File: src/rtl/banco_registradores_sync.sv
// Parametrised register bank: two registered read ports with write-first bypass,
// one write port, optional hardwired zero entry, and a sequenced bulk clear.
module banco_registradores_sync #(
    parameter int WIDTH    = 16,
    parameter int ADDR_W   = 3,
    parameter int ZERO_REG = 1
) (
    input  logic              clock,
    input  logic              reset,
    input  logic              RegWrite,
    input  logic [ADDR_W-1:0] WriteReg,
    input  logic [WIDTH-1:0]  WriteData,
    input  logic [ADDR_W-1:0] Read1,
    input  logic [ADDR_W-1:0] Read2,
    input  logic              Clear,
    output logic [WIDTH-1:0]  Data1,
    output logic [WIDTH-1:0]  Data2,
    output logic              Busy
);

    localparam int DEPTH = 2 ** ADDR_W;
    localparam logic [ADDR_W-1:0] LAST_INDEX = ADDR_W'(DEPTH - 1);

    typedef enum logic {
        IDLE,
        CLEAR
    } state_t;

    state_t            state, stateNext;
    logic [ADDR_W-1:0] clearCount, clearCountNext;
    logic [WIDTH-1:0]  regs [DEPTH];

    logic              userWrite;
    logic              effWe;
    logic [ADDR_W-1:0] effAddr;
    logic [WIDTH-1:0]  effData;
    logic [WIDTH-1:0]  readNext1, readNext2;

    always_ff @(posedge clock or posedge reset) begin
        if (reset) begin
            state      <= IDLE;
            clearCount <= '0;
        end else begin
            state      <= stateNext;
            clearCount <= clearCountNext;
        end
    end

    // The clear walks the counter from 0 to DEPTH-1; it wraps back to 0 on exit.
    always_comb begin
        stateNext      = state;
        clearCountNext = clearCount;
        case (state)
            IDLE: begin
                if (Clear) begin
                    stateNext      = CLEAR;
                    clearCountNext = '0;
                end
            end
            CLEAR: begin
                clearCountNext = clearCount + 1'b1;
                if (clearCount == LAST_INDEX) begin
                    stateNext = IDLE;
                end
            end
            default: stateNext = IDLE;
        endcase
    end

    assign Busy = (state == CLEAR);

    // A single effective write per edge: the user write when accepted, else the clear write.
    always_comb begin
        userWrite = RegWrite && (state == IDLE) && !((ZERO_REG != 0) && (WriteReg == '0));
        effWe     = userWrite || (state == CLEAR);
        effAddr   = userWrite ? WriteReg : clearCount;
        effData   = userWrite ? WriteData : '0;
    end

    always_comb begin
        readNext1 = regs[Read1];
        readNext2 = regs[Read2];
        if (effWe && (effAddr == Read1)) begin
            readNext1 = effData;
        end
        if (effWe && (effAddr == Read2)) begin
            readNext2 = effData;
        end
        if ((ZERO_REG != 0) && (Read1 == '0)) begin
            readNext1 = '0;
        end
        if ((ZERO_REG != 0) && (Read2 == '0)) begin
            readNext2 = '0;
        end
    end

    always_ff @(posedge clock or posedge reset) begin
        if (reset) begin
            for (int i = 0; i < DEPTH; i++) begin
                regs[i] <= '0;
            end
            Data1 <= '0;
            Data2 <= '0;
        end else begin
            if (effWe) begin
                regs[effAddr] <= effData;
            end
            Data1 <= readNext1;
            Data2 <= readNext2;
        end
    end

endmodule
File: config.mk
export PLATFORM = sky130hd
export DESIGN_NAME = banco_registradores_sync
export DESIGN_NICKNAME = d
export VERILOG_FILES = /design/src/rtl/banco_registradores_sync.sv
export SDC_FILE = /design/constraint.sdc
export NUM_CORES = 1
export LEC_CHECK = 0
export ABC_CLOCK_PERIOD_IN_PS = 8200
export CAP_MARGIN = 20
export CORE_MARGIN = 1.5
export CORE_UTILIZATION = 60
export CTS_CLUSTER_SIZE = 30
export DETAILED_ROUTE_END_ITERATION = 8
export PLACE_DENSITY = 0.85
export SYNTH_ARGS = -nofsm -noshare
export SYNTH_HDL_FRONTEND = slang
export SYNTH_SLANG_ARGS = --single-unit
File: constraint.sdc
create_clock -name clock -period 8.2 [get_ports clock]
set_input_delay 1.23 -clock clock [delete_from_list [all_inputs] [get_ports clock]]
set_output_delay 1.23 -clock clock [all_outputs]
set_load 0.01 [all_outputs]
Yosys cells after proc, flatten, opt, wreduce, memory -nomap -nowiden

Index checks and enable logic that the tools add are counted.

Flip-flop bits (word level): 164
Input bits: 29
Output and inout bits: 33

Add/subtract/negate cells: 1
Magnitude comparators: 4
Equality and inequality tests: 4
Mux-type cells: 20
Bitwise gates (word level): 4
Reduce and logical (&&, ||, !) cells: 10

Operators with widths:

| operator                                                  | number |
|---|---|
| 2-to-1 mux 16 bit                                         | 10 |
| bitwise mux 128 bit                                       | 1 |
| binary-select mux 16 bit (select 3 bit)                   | 2 |
| demux 16 bit (select 3 bit)                               | 1 |
| greater-or-equal comparator 4 bit (second input constant) | 3 |
| inverter 3 -> 4 bit                                       | 3 |
| zero test 3 bit                                           | 3 |
| == test 3 bit                                             | 2 |
| 2-to-1 mux 3 bit                                          | 2 |
| one-hot mux 3 bit (2 select lines)                        | 1 |
| logical AND 1 bit                                         | 5 |
| < comparator 4 x 1 -> 1 bit (second input constant)       | 1 |
| adder 3 x 1 -> 3 bit (second input constant)              | 1 |
| == test 3 bit (second input constant)                     | 1 |
| 2-to-1 mux 1 bit                                          | 2 |
| inequality test 2 bit (second input constant)             | 1 |
| one-hot mux 1 bit (2 select lines)                        | 1 |
| zero test 1 bit                                           | 1 |
| logical OR 1 bit                                          | 1 |
| inverter 1 bit                                            | 1 |

Logic depth before layout (Yosys ltp)

Depth after elaboration: 10
Depth in mapped cells: 7

Worst setup path before layout

OpenSTA, ideal clock, no wires.

Path type: in2reg
From: input Read2[0]
To: register Data2[15]
Library setup time: 125 ps
Data arrival time: 2866 ps
Required time: 8075 ps
Path slack: 5209 ps
Stages on the path: 6
Buffers on the path: 2
Path through: clkbuf_1 buf_2 mux4_2 mux2i_1 nor2_1 mux2_4

Cells in the longest elaborated chain, start to end: 6

Ends and longest elaborated chain:

| element                                               | RTL line | source |
|---|---|---|
| start: declaration                                    | 14       | `input logic [ADDR_W-1:0] Read2,` |
| inverter 3 -> 4 bit (not written as such)             | 82       | `readNext2 = regs[Read2];` |
| binary-select mux 16 bit (select 3 bit)               | 82       |  |
| 2-to-1 mux 16 bit (not written as such) (2 in series) | 82       |  |
| 2-to-1 mux 16 bit                                     | 86       | `if (effWe && (effAddr == Read2)) begin` |
| 2-to-1 mux 16 bit (*)                                 | 92       | `if ((ZERO_REG != 0) && (Read2 == '0)) begin` |
| via readNext2[15]                                     | 37       | `logic [WIDTH-1:0] readNext1, readNext2;` |
| end signal: assignment                                | 109      | `Data2 <= readNext2;` |
| end: declaration                                      | 17       | `output logic [WIDTH-1:0] Data2,` |

Mark *: on every way through the listed nets, which the timed path passes. The rest lies on a longest branch. The select of a mux whose other input is x is not followed.
A chain may end at the register's enable or synchronous reset.

Worst setup path after layout

From: input WriteReg[0]
To: register regs[101] (netlist name)

Cells in the longest elaborated chain, start to end: 10

Ends and longest elaborated chain:

| element                                                                                                       | RTL line | source |
|---|---|---|
| start: declaration                                                                                            | 11       | `input logic [ADDR_W-1:0] WriteReg,` |
| zero test 3 bit                                                                                               | 74       | `userWrite = RegWrite && (state == IDLE) && !((ZERO_REG != 0) && (WriteReg == '0));` |
| zero test 1 bit                                                                                               | 74       |  |
| logical AND 1 bit                                                                                             | 74       |  |
| 2-to-1 mux 3 bit                                                                                              | 76       | `effAddr = userWrite ? WriteReg : clearCount;` |
| inverter 3 -> 4 bit (not written as such)                                                                     | 106      | `regs[effAddr] <= effData;` |
| greater-or-equal comparator 4 bit (not written as such) / < comparator 4 x 1 -> 1 bit (equally long branches) | 106      |  |
| logical AND 1 bit (not written as such)                                                                       | 106      |  |
| 2-to-1 mux 16 bit (not written as such)                                                                       | 106      |  |
| demux 16 bit (select 3 bit)                                                                                   | 106      |  |
| bitwise mux 128 bit                                                                                           | 106      |  |
| end signal: indexed assignment                                                                                | 106      |  |
| end: declaration                                                                                              | 31       | `logic [WIDTH-1:0] regs [DEPTH];` |

Several ways; a longest one is shown, not always the timed one.

==> reports/summary.md <==
For the worst flop-to-flop path, the logic depth is 6. Clock tree synthesis found a total of 164 sinks. The count of flip-flops with a built-in enable after synthesis was 0; the final routed wire length divided by cell count was 21.1 µm. The pin slew with the least headroom to its limit works out to 1.01 ns. TritonCTS built the clock tree. The initial antenna violation count is 0.

The most used flip-flop cell after synthesis is sky130_fd_sc_hd__dfrtp_1. The post-route DRC violation count was 0; the average cell area after synthesis was 11.9 µm². In this run the critical register-to-register path is captured at regs[101]. Via count of the first global-routing pass: 6,260. The first global-routing pass estimated 32,100 µm of wire. The number of synthesized register bits was 164. In the layout the commonest cells are sky130_fd_sc_hd__dfrtp_1, sky130_fd_sc_hd__nand2_1, sky130_fd_sc_hd__o21ai_0. The switching power share of the total is 0.356.

Power density over the cells: 307 nW/µm². The synthesized netlist occupies a cell area of 8270 µm². The repair_antennas step left the layout with diodes totalling 0. Destination of the critical timing path: regs[101]. Data arrives at the worst endpoint at 3.91 ns.

The final worst-path cycle share is 0.434, and the cell count after synthesis is 697. 62 I/O pins were placed. For the final database, setup skew stands at 0.00643 ns.

The total setup violations reported at the end of the flow was 0; the proportion of register bits with asynchronous set or reset after synthesis was 1.00. The tools report the warning count from the yosys run as 0. The flop-to-flop setup slack is 5.33 ns. The kind of critical path was in2reg. The achievable frequency is 281 MHz. Detailed placement finished with a half-perimeter wire length of 11,700 µm.

The area share of the largest cell type after synthesis was 0.496; the global routing usage summed across all routing layers was 0.297. For the switching power summed over all nets, the log shows 0.00105 W. Subtracting the final worst setup slack from the clock period gives 3.56 ns. Clock-pin slew was measured on the worst setup and hold paths at 0.06 ns.

Final cell utilization of the core: 0.721. For the number of nets in the final layout, the log shows 774. The via-per-instance ratio was 6.23; the starting density of the core was 0.620. The nature of the critical path endpoint was a flip-flop. The power share of the clock group was 0.255; the total CTS buffers was 17. The sequential area share after synthesis was 0.496.

The tree is rooted in a sky130_fd_sc_hd__clkbuf_16. The logs give 13,300 µm² for the area of the core and 728 for the total nets after synthesis. Buffers inserted to repair hold after CTS numbered 0. The commonest non-fill, non-tap cell in the layout was sky130_fd_sc_hd__dfrtp_1. Cell internal power was estimated by the tool at 0.00190 W. Synthesis-to-layout area growth: 16.3%. The die height is 120 µm, and the worst-path maximum fanout is 10.

The run finished with clean final reports. Entering global routing, the biggest net connects 106 pins. The depth of the CTS H-tree is 4.

The die covers 14,500 µm². The routability congestion estimate was 0.796; the post-cts resize count was 0. The tools report the insertion delay to the later sink of the worst-skew pair as 0.44 ns. The tools report the number of hold violations in the final report as 0. The critical path starts at WriteReg[0]. After synthesis, the cell types taking the most area are sky130_fd_sc_hd__dfrtp_1, sky130_fd_sc_hd__mux4_2, sky130_fd_sc_hd__nand2_1, sky130_fd_sc_hd__o21ai_0, sky130_fd_sc_hd__mux2i_1.

The worst flop-to-flop path startpoint was Busy. After synthesis, the netlist uses 34 different library cells. The horizontal die dimension is 120 µm. Setup repair after global routing left no endpoint under its margin. The number of placement rows was 42; the total vias in the final route was 5,808.

The number of max-capacitance violations reported came out at 0. The tools report the normalized max-slew margin as 0.325. The nature of the critical path startpoint is an input port. Data on the critical path is required at its endpoint by 8.55 ns. For the worst vdd rail ir drop, the log shows 0.201 mV.

Post-CTS timing repair inserted 0 buffers for setup. The fraction of final layout cells sized beyond drive strength 1 works out to 0.217. For the worst-case clock buffer depth, the log shows 2. The first-iteration detailed-routing DRC count is 576. The number of pins with negative max-slew slack in the final report came out at 0. At the placement stage, the worst setup path has a slack of 4.20 ns. For this block, the routed nets add up to 19,600 µm of wire. The biggest area contributor in the post-synthesis netlist is sky130_fd_sc_hd__dfrtp_1.

For the smallest setup slack after layout, the log shows 4.64 ns. The count of input and output buffers was 61; the logic gate share of total power was 0.340. After routing, the total negative slack on setup checks comes to 0 ns. The share of total power in sequential cells is 0.405. After global routing the overflow that remains totals 0.

The analysis attributes to cell leakage a power of 4.07 nW. The path class of the tightest hold or removal check is reg2reg. The residual antenna-violating net count after detailed routing came out at 0. The detailed-router iteration count before antenna repair came out at 5.
power by group through the flow:
stage / Sequential (W) / Clock (W) / Combinational [W]
4_1_cts: 0.00119 / 0.000759 / 0.00101
3_5_place_dp: 0.00120 / 0 / 0.000996
6_report: 0.00120 / 0.000754 / 0.00101
3_3_place_gp: 0.00118 / 0 / 0.000955
5_1_grt: 0.00122 / 0.000795 / 0.00109
2_1_floorplan: 0.00117 / 0 / 0.000666
state kept, by name, indices dropped and copies added, names as in the netlist:
signal      count
regs          128
Data1          16
Data2          16
clearCount      3
Busy            1
cell usage after synthesis (3+ instances only):
cell type,number
sky130_fd_sc_hd__nand2b_1,4
sky130_fd_sc_hd__nor2b_1,16
sky130_fd_sc_hd__nor2_1,10
sky130_fd_sc_hd__buf_2,8
sky130_fd_sc_hd__o21ai_0,105
sky130_fd_sc_hd__o2111ai_1,4
sky130_fd_sc_hd__clkbuf_1,39
sky130_fd_sc_hd__mux2i_1,48
sky130_fd_sc_hd__mux2_4,3
sky130_fd_sc_hd__o21ai_1,4
sky130_fd_sc_hd__nand2_1,151
sky130_fd_sc_hd__dfrtp_1,164
sky130_fd_sc_hd__inv_1,17
sky130_fd_sc_hd__or3_4,4
sky130_fd_sc_hd__mux4_2,64
sky130_fd_sc_hd__mux2_2,29
cells by family (layout without fill, tap and decap cells):
| group | after synthesis | in the layout | share of synthesized area |
|---|---|---|---|
| buffers and inverters | 67 | 126 | 0.0340 |
| AOI/OAI and AO/OA | 123 | 123 | 0.0847 |
| muxes | 144 | 144 | 0.277 |
| DFF | 164 | 164 | 0.496 |
| xor gates and xnor gates | 2 | 2 | 0.00212 |
| adders and majority gates | 2 | 2 | 0.00302 |
| and+or+nand+nor | 195 | 195 | 0.103 |
worst min path at each step:
stage                     cells past startpoint  slack, ns        to  startpoint
after floorplan                               2       0.46  regs[16]    regs[16]
after global placement                        2       0.47  regs[92]    regs[92]
after detailed placement                      2       0.49  regs[85]    regs[85]
after CTS                                     2       0.50  regs[66]    regs[66]
after global routing                          2       0.53  regs[39]    regs[39]
final                                         2       0.50  regs[66]    regs[66]
final cells by class:
type	count	area, µm²
Multi-Input combinational cell	466	3950
Sequential cell	164	4100
Clock buffer	17	425
Timing Repair Buffer	77	721
Tap cell	176	220
Inverter	17	68.8
Clock inverter	15	131
Fill cell	896	3720
metal layers:
metal / vias up / share of wire / GRT usage / wire length (µm)
met1: 2942 / 0.37 / 0.356 / 7360
met5: - / 0 / 0 / 0
met3: 55 / 0.067 / 0.0689 / 1310
met2: 231 / 0.53 / 0.512 / 10400
li1: 2580 / - / - / -
met4: 0 / 0.031 / 0.135 / 608
critical path: stages:
cell and delay, ns:
sky130_fd_sc_hd__clkdlybuf4s50_1 0.59, sky130_fd_sc_hd__nor2_1 0.11, sky130_fd_sc_hd__o21ai_0 0.46, sky130_fd_sc_hd__nand2_1 0.22, sky130_fd_sc_hd__nor3b_2 0.70, sky130_fd_sc_hd__buf_4 0.37, sky130_fd_sc_hd__mux2i_1 0.23
stage by stage:
step	hold WS, ns	total power (W)	instance area (µm²)	std cells
6_report	0.500	0.00296	9620	932
5_1_grt	0.526	0.00311	9620	932
4_1_cts	0.501	0.00296	9620	932
3_5_place_dp	0.487	0.00220	9070	900
3_3_place_gp	0.473	0.00213	9070	900
2_1_floorplan	0.461	0.00184	8270	697
(Power assumes the default switching activity.)
